## src/rtl/mul_32_pkg.sv

```systemverilog
// Shared types and constants for the iterative shift-add multiplier.
package mul_32_pkg;

  localparam int unsigned WIDTH_DEF = 32;
  localparam int unsigned CNT_W     = $clog2(WIDTH_DEF);

  typedef enum logic [1:0] {
    IDLE = 2'd0,
    RUN  = 2'd1,
    FIN  = 2'd2
  } mul_state_e;

endpackage

```

## src/rtl/mul_32_seq.sv

```systemverilog
// Iterative shift-add multiplier producing a 2*WIDTH product split as Y_hi/Y_lo.
// Defining MUL_EARLY_EXIT_EN ends RUN as soon as the remaining multiplier bits are all zero.
import mul_32_pkg::*;

module mul_32_seq #(
  parameter int unsigned WIDTH = WIDTH_DEF
) (
  input  logic             clk,
  input  logic             reset,
  input  logic             start,
  input  logic             sgn,
  input  logic [WIDTH-1:0] S,
  input  logic [WIDTH-1:0] T,
  output logic             busy,
  output logic             done,
  output logic [WIDTH-1:0] Y_hi,
  output logic [WIDTH-1:0] Y_lo
);

  localparam int unsigned CntW = $clog2(WIDTH);

  mul_state_e           state_q, state_d;
  logic [2*WIDTH-1:0]   acc_q, acc_d;
  logic [2*WIDTH-1:0]   mcand_q, mcand_d;
  logic [WIDTH-1:0]     mplr_q, mplr_d;
  logic [CntW-1:0]      cnt_q, cnt_d;
  logic                 neg_q, neg_d;
  logic [2*WIDTH-1:0]   y_q, y_d;
  logic [WIDTH-1:0]     s_mag, t_mag;
  logic                 last;

  // Two's-complement negation of the most negative value yields 2^(WIDTH-1) as unsigned.
  assign s_mag = (sgn && S[WIDTH-1]) ? -S : S;
  assign t_mag = (sgn && T[WIDTH-1]) ? -T : T;

  always_comb begin
    state_d = state_q;
    acc_d   = acc_q;
    mcand_d = mcand_q;
    mplr_d  = mplr_q;
    cnt_d   = cnt_q;
    neg_d   = neg_q;
    y_d     = y_q;
    last    = 1'b0;
    case (state_q)
      IDLE: begin
        if (start) begin
          mcand_d = {{WIDTH{1'b0}}, s_mag};
          mplr_d  = t_mag;
          acc_d   = '0;
          cnt_d   = '0;
          neg_d   = sgn & (S[WIDTH-1] ^ T[WIDTH-1]);
          state_d = RUN;
        end
      end
      RUN: begin
        if (mplr_q[0]) acc_d = acc_q + mcand_q;
        mcand_d = mcand_q << 1;
        mplr_d  = mplr_q >> 1;
        cnt_d   = cnt_q + 1'b1;
`ifdef MUL_EARLY_EXIT_EN
        last    = (cnt_q == CntW'(WIDTH - 1)) || (mplr_d == '0);
`else
        last    = (cnt_q == CntW'(WIDTH - 1));
`endif
        if (last) begin
          // Result is captured on the edge into FIN so it is valid alongside done.
          y_d     = neg_q ? -acc_d : acc_d;
          state_d = FIN;
        end
      end
      FIN:     state_d = IDLE;
      default: state_d = IDLE;
    endcase
  end

  always_ff @(posedge clk) begin
    if (reset) begin
      state_q <= IDLE;
      acc_q   <= '0;
      mcand_q <= '0;
      mplr_q  <= '0;
      cnt_q   <= '0;
      neg_q   <= 1'b0;
      y_q     <= '0;
    end else begin
      state_q <= state_d;
      acc_q   <= acc_d;
      mcand_q <= mcand_d;
      mplr_q  <= mplr_d;
      cnt_q   <= cnt_d;
      neg_q   <= neg_d;
      y_q     <= y_d;
    end
  end

  assign busy = (state_q != IDLE);
  assign done = (state_q == FIN);
  assign Y_hi = y_q[2*WIDTH-1:WIDTH];
  assign Y_lo = y_q[WIDTH-1:0];

endmodule

```

## config.mk

```make
export PLATFORM = sky130hd
export DESIGN_NAME = mul_32_seq
export DESIGN_NICKNAME = d
export VERILOG_FILES = /design/src/rtl/mul_32_pkg.sv /design/src/rtl/mul_32_seq.sv
export SDC_FILE = /design/constraint.sdc
export NUM_CORES = 1
export LEC_CHECK = 0
export CORE_UTILIZATION = 60
export DETAILED_ROUTE_END_ITERATION = 8
export GPL_ROUTABILITY_DRIVEN = 1
export GPL_TIMING_DRIVEN = 0
export PLACE_DENSITY = 0.94
export SYNTH_ARGS = -nofsm -noshare
export SYNTH_HDL_FRONTEND = slang
export SYNTH_SLANG_ARGS = --single-unit
```

## constraint.sdc

```tcl
create_clock -name clk -period 6.8 [get_ports clk]
set_input_delay 1.02 -clock clk [delete_from_list [all_inputs] [get_ports clk]]
set_output_delay 1.02 -clock clk [all_outputs]
set_load 0.05 [all_outputs]
```

; After elaboration in Yosys (flattened, before gate mapping)
; Cells that the tools add are included.
; W data, S select, Z words.
[totals]
ff_bits = 232
input_bits = 68
out_inout_bits = 66
wordCells = 44
[classes]
n_addsub = 5
n_eq_ne = 5
mux = 16
bitwise = 2
n_reduce_logical = 9
[ops]
columns = cell, n
row1 = $mux W64, 5
row2 = $pmux W64 S2, 2
row3 = $mux W32, 3
row4 = $add A64 B64 Y64, 1
row5 = $neg A32 Y32, 2
row6 = $neg A64 Y64, 1
row7 = $pmux W32 S2, 1
row8 = $pmux W5 S2, 1
row9 = $reduce_and A2 Y1, 4
row10 = $add A5 B1 Y5 const B, 1
row11 = $eq A5 B5 Y1 const B, 1
row12 = $mux W5, 1
row13 = $mux W2, 2
row14 = $ne A2 B2 Y1 const B, 2
row15 = $pmux W2 S2, 1
row16 = $reduce_bool A2 Y1, 2
row17 = $eq A2 B1 Y1 const B, 1
row18 = $eq A2 B2 Y1 const B, 1
row19 = $logic_and A1 B1 Y1, 2
row20 = $logic_not A2 Y1, 1
row21 = $and A1 B1 Y1, 1
row22 = $xor A1 B1 Y1, 1

; Depth between registers and ports, before layout
[logic_depth]
ltp_word = 5
depth_mapped = 18
mapped_depth_nobuf = 16

; Worst setup path before layout
; No wires, ideal clock.
[synth_timing]
kind = register to register
startpoint = register acc_q[0]
endpoint = register y_q[52]
setup_ns = 0.122
arrival_time_ns = 4.400
required_time_ns = 6.678
path_slack_ns = 2.278
stages_incl_launch_ff = 18
path_buffers = 2
synth_period_minus_slack_ns = 4.522
cell_sequence = dfxtp_1 > ha_1 > inv_1 > fa_1 > nand2b_1 > a211oi_4 > o21ai_1 > xnor2_1 > a2111oi_2 > nand3_1 > or2_4 > or4_4 > buf_6 > or4_4 > buf_6 > o31a_1 > and3_1 > a311o_1
[synth_between]
elab_chain_len = 5
[synth_rtl]
columns = element, line_no
row1 = "start, declared", mul_32_seq.sv:23  ; logic [2*WIDTH-1:0] acc_q, acc_d;
row2 = "start signal, assigned", mul_32_seq.sv:80  ; acc_q <= '0;
row3 = "start signal, assigned", mul_32_seq.sv:88  ; acc_q <= acc_d;
row4 = $add A64 B64 Y64, mul_32_seq.sv:57  ; if (mplr_q[0]) acc_d = acc_q + mcand_q;
row5 = $mux W64 (*), mul_32_seq.sv:57
row6 = $mux W64 (*), mul_32_seq.sv:45  ; case (state_q)
row7 = $neg A64 Y64, mul_32_seq.sv:68  ; y_d = neg_q ? -acc_d : acc_d;
row8 = $mux W64 (*), mul_32_seq.sv:68
row9 = "end signal, assigned", mul_32_seq.sv:93  ; y_q <= y_d;
row10 = "end, declared", mul_32_seq.sv:28  ; logic [2*WIDTH-1:0] y_q, y_d;
; Every way passes the cells marked *; elsewhere a longest branch is shown, timed or not. The select of a mux whose other input is x is not followed.
; A chain may end at the register's enable or synchronous reset.

; Final worst setup path
[layout_timing]
startpoint = register mcand_q[0]
endpoint = register y_q[61]
[layout_between]
elab_chain_len = 5
[layout_rtl]
columns = element, line_no
row1 = "start, declared", mul_32_seq.sv:24  ; logic [2*WIDTH-1:0] mcand_q, mcand_d;
row2 = "start signal, assigned", mul_32_seq.sv:89  ; mcand_q <= mcand_d;
row3 = $add A64 B64 Y64 (*), mul_32_seq.sv:57
row4 = $mux W64 (*), mul_32_seq.sv:57
row5 = $mux W64 (*), mul_32_seq.sv:45
row6 = $neg A64 Y64, mul_32_seq.sv:68
row7 = $mux W64 (*), mul_32_seq.sv:68
; Marked as above.

==> results.md <==
- The met3 routed wirelength is 9320 µm.
- CTS built an H-tree with a depth of 1.
- For this run, the register share of the synthesized area comes to 26.9%.
- The root buffer cell chosen for the clock tree is clkbuf_16.
- The top fanout value on the critical path is 10.
- For this block, the via count after detailed routing is 20500.
- The largest single stage delay on the critical path is 0.60 ns.
- Detailed routing placed a total of 30200 µm of wire on met2.
- The final hold violation count was 0.
- The worst path setup slack after routing is 1.04 ns.
- The number of remaining DRC errors is 0.
- The worst min-delay path category is reg -> reg.
- The clock input transition at the sequential cells of the worst setup and hold paths is 0.07 ns.
- The leakage power is 0.00711 µW.
- The number of antenna diodes in the final layout is 0.
- The die boundary height is 172 µm.
- The total of hold buffers inserted after clock tree synthesis is 0.
- The worst max-slew margin expressed relative to the limit is 15.8%.
- After floorplanning, the core was divided into 61 placement rows.
- By area the synthesized netlist is led by dfxtp_1 27%, a21oi_1 8.2%, nand2_1 7.9%, ha_1 4.9%, nor2_1 4.8%.
- The half-perimeter wire length of the detailed placement result is 53500 µm.
- During placement, the flow inserted port buffers numbering 132.
- The flip-flop cell with the highest count after synthesis is dfxtp_1.
- Setup repair after global routing left no endpoint under its margin.
- The placer's final routability congestion estimate is 1.06.
- The initial antenna violation count came to 2.
- After the first detailed-routing iteration, the DRC count stood at 2907.
- The deepest clock path buffer count is 3.
- For the final routed database, the setup TNS stands at 0 ns.
- Walking the worst path, the cells encountered are ha_1 -> inv_1 -> fa_1 -> nand2b_1 -> a211oi_4 -> o21ai_1 -> xnor2_1 -> a2111oi_2 -> nand4_1 -> nor4_1 -> nand4bb_1 -> clkbuf_1 -> or4_1 -> buf_2 -> nor3_1 -> mux2i_1 -> a31oi_1.
- The residual overflow from global routing is 0.
- The later-pin clock latency in the skew report is 0.59 ns.
- The fraction of final layout cells sized beyond drive strength 1 is 5.05%.
- Entering global routing, the biggest net connects 15 pins.
- The worst-path cell with the longest stage delay is nor4_1.
- The count of pins over their slew limit is 0.
- The termination of the worst setup path is y_q[61].
- The worst path uses 84.7% of the clock period.
- STA classifies the critical path endpoint as a flop.
- dfxtp_1 takes more of the synthesized area than any other cell.
- After clock tree synthesis, the repair step resized 0 gates.
- Before antenna repair, the detailed router went through 7 iterations.
- The total non-filler cell area in the finished layout is 0.0200 mm².
- Dividing the detail-routed via count by the number of cells gives 6.93.
- The global-route wire length before repair is 105000 µm.
- The via count of the first global-routing pass is 19200.
- For flop-to-flop paths, the worst setup slack is 1.04 ns.
- The initial utilization of the core area, before any placement, comes to 61.6%.
- OpenSTA, run right after detailed placement, puts the worst setup slack at 1.32 ns.
- The top-area cell type share of the netlist area is 26.9%.
- The run finished with clean final reports.
- The number of top-level design ports is 134.
- The cell count after synthesis is 2394.
- TritonCTS created 27 clock buffers.
- The die footprint is 0.0295 mm².
- The most critical setup path has its startpoint at mcand_q[0].
- The most frequent standard cell in the layout excluding fill and tap cells is nand2_1.
- The register bit total from synthesis is 232.
- In the layout the commonest cells are 365 x nand2_1, 283 x a21oi_1, 232 x dfxtp_1.
- Routed signal wires occupy layers up through met5.
- STA puts the critical path data arrival time at 6.20 ns.
- At the worst endpoint, the required time is 7.24 ns.
- The final wirelength is 70200 µm.
- The clock arrives with 0.0432 ns of skew.
- The area growth from synthesis to layout is 15.4%.
- The number of nets handed over by synthesis was 2531.
- The die is 172 µm wide.
- After detailed placement, the total cell area comes to 0.0191 mm².
- The power density over cell area is 180 mW/mm².
- The post-CTS setup buffer count is 0.
- The core footprint is 0.0281 mm².
- The start of the worst register-to-register path is mcand_q[0].
- The number of warnings issued by yosys is 0.
- The TritonCTS clock tree is yes.
- The clock drives 232 sinks.
- The number of setup violations in the final report is 0.
- The final layout net count is 2692.
- The capture instance of the worst register-to-register path is y_q[61].
- The critical path start-end classification is reg -> reg.
- The launching element type of the critical path is a flop.
- The async set-reset flop share out of synthesis is 0%.
- The global-route total usage across every layer is 46.7%.
- Max-cap violations in this run came to 0.
- After detailed routing, the average wire length per cell comes to 23.8 µm.
- The synthesized design contains 0 enable-type register cells.
- The mean post-synth cell area is 7.22 µm².
- The worst path needs 5.76 ns of the cycle, external delays included.
- The highest clock frequency the design can meet is 174 MHz.
- The peak supply drop is 160 µV.
- The count of nets left with antenna violations after detail routing is 0.
- The count of different cell masters after synthesis is 94.
- The length in cells of the worst reg-to-reg path is 17.
- The detailed-route wire length on metal 1 is 25600 µm.
- In this run the cell area of the synthesized design comes to 0.0173 mm².
- The transition time at the pin with the least slew margin is 1.26 ns.
## cell usage after synthesis, types with 48 or more instances
library cell and n:
nand3_1 103, clkbuf_1 128, ha_1 68, dfxtp_1 232
nor3_1 57, nand2_1 365, nor2_1 221, xnor2_1 69
a22oi_1 80, a21oi_1 283, o21ai_0 95, xor2_1 48
## state kept, by name, summed over array words and instances (netlist names)
register  flops
mcand_q      64
y_q          64
state_q       2
cnt_q         5
acc_q        64
neg_q         1
mplr_q       32
## cells by family (layout without fill, tap and decap cells)
logic type | Yosys count | after routing | synth area share, %
compound gates | 779 | 779 | 29.9
xor+xnor | 117 | 117 | 5.93
fa+ha+maj | 69 | 69 | 5.04
buf+inv | 208 | 389 | 4.82
flops | 232 | 232 | 26.9
mux | 21 | 21 | 1.24
simple gates | 968 | 968 | 26.2
## critical path, delay by kind of cell (launching register included)
family | cells | cell delay [ns]
compound gates | 4 | 1.18
xor+xnor | 1 | 0.20
fa+ha+maj | 2 | 0.64
buf+inv | 3 | 0.64
flops | 1 | 0.44
mux | 1 | 0.23
simple gates | 6 | 2.27
## layout make-up
type / instances / area, µm²
Buffer: 169 / 687
Clock buffer: 36 / 749
Clock inverter: 13 / 124
Fill cell: 2335 / 8130
Inverter: 39 / 146
Multi-Input combinational cell: 1954 / 11800
Sequential cell: 232 / 4640
Tap cell: 378 / 473
Timing Repair Buffer: 132 / 1320
## report_power, final
part | internal, µW | total (µW) | leakage, µW | switching, µW
registers | 1390 | 1430 | 0.00188 | 36.7
clock network | 818 | 1470 | 0.000424 | 650
logic | 212 | 691 | 0.00481 | 479
## how the worst min path moves through the flow
stage	from	endpoint	slack (ns)	depth (start not counted)
finish	y_q[27]	y_q[27]	0.45	2
global route	y_q[34]	y_q[34]	0.47	2
CTS	y_q[36]	y_q[36]	0.45	2
detailed placement	y_q[36]	y_q[36]	0.44	2
global placement	y_q[27]	y_q[27]	0.44	2
floorplan	mplr_q[3]	mplr_q[2]	0.43	2
## per-stage QoR
| stage | utilization, % | std cells | total power, µW | hold WS [ns] |
|---|---|---|---|---|
| 2_1_floorplan | - | 2394 | 1850 | 0.432 |
| 3_3_place_gp | 68.0 | 2904 | 2090 | 0.436 |
| 3_5_place_dp | 68.0 | 2904 | 2110 | 0.445 |
| 4_1_cts | 71.1 | 2953 | 3530 | 0.451 |
| 5_1_grt | 71.1 | 2953 | 3650 | 0.468 |
| 6_report | 71.1 | 2953 | 3590 | 0.449 |
## metal layers
layer	track usage (%)	up-vias
met1	57.8	9505
met2	73.0	1542
met3	9.94	351
met4	31.1	2
met5	0	-
li1	-	9076
Note: power is estimated with default switching activity, not from simulation.
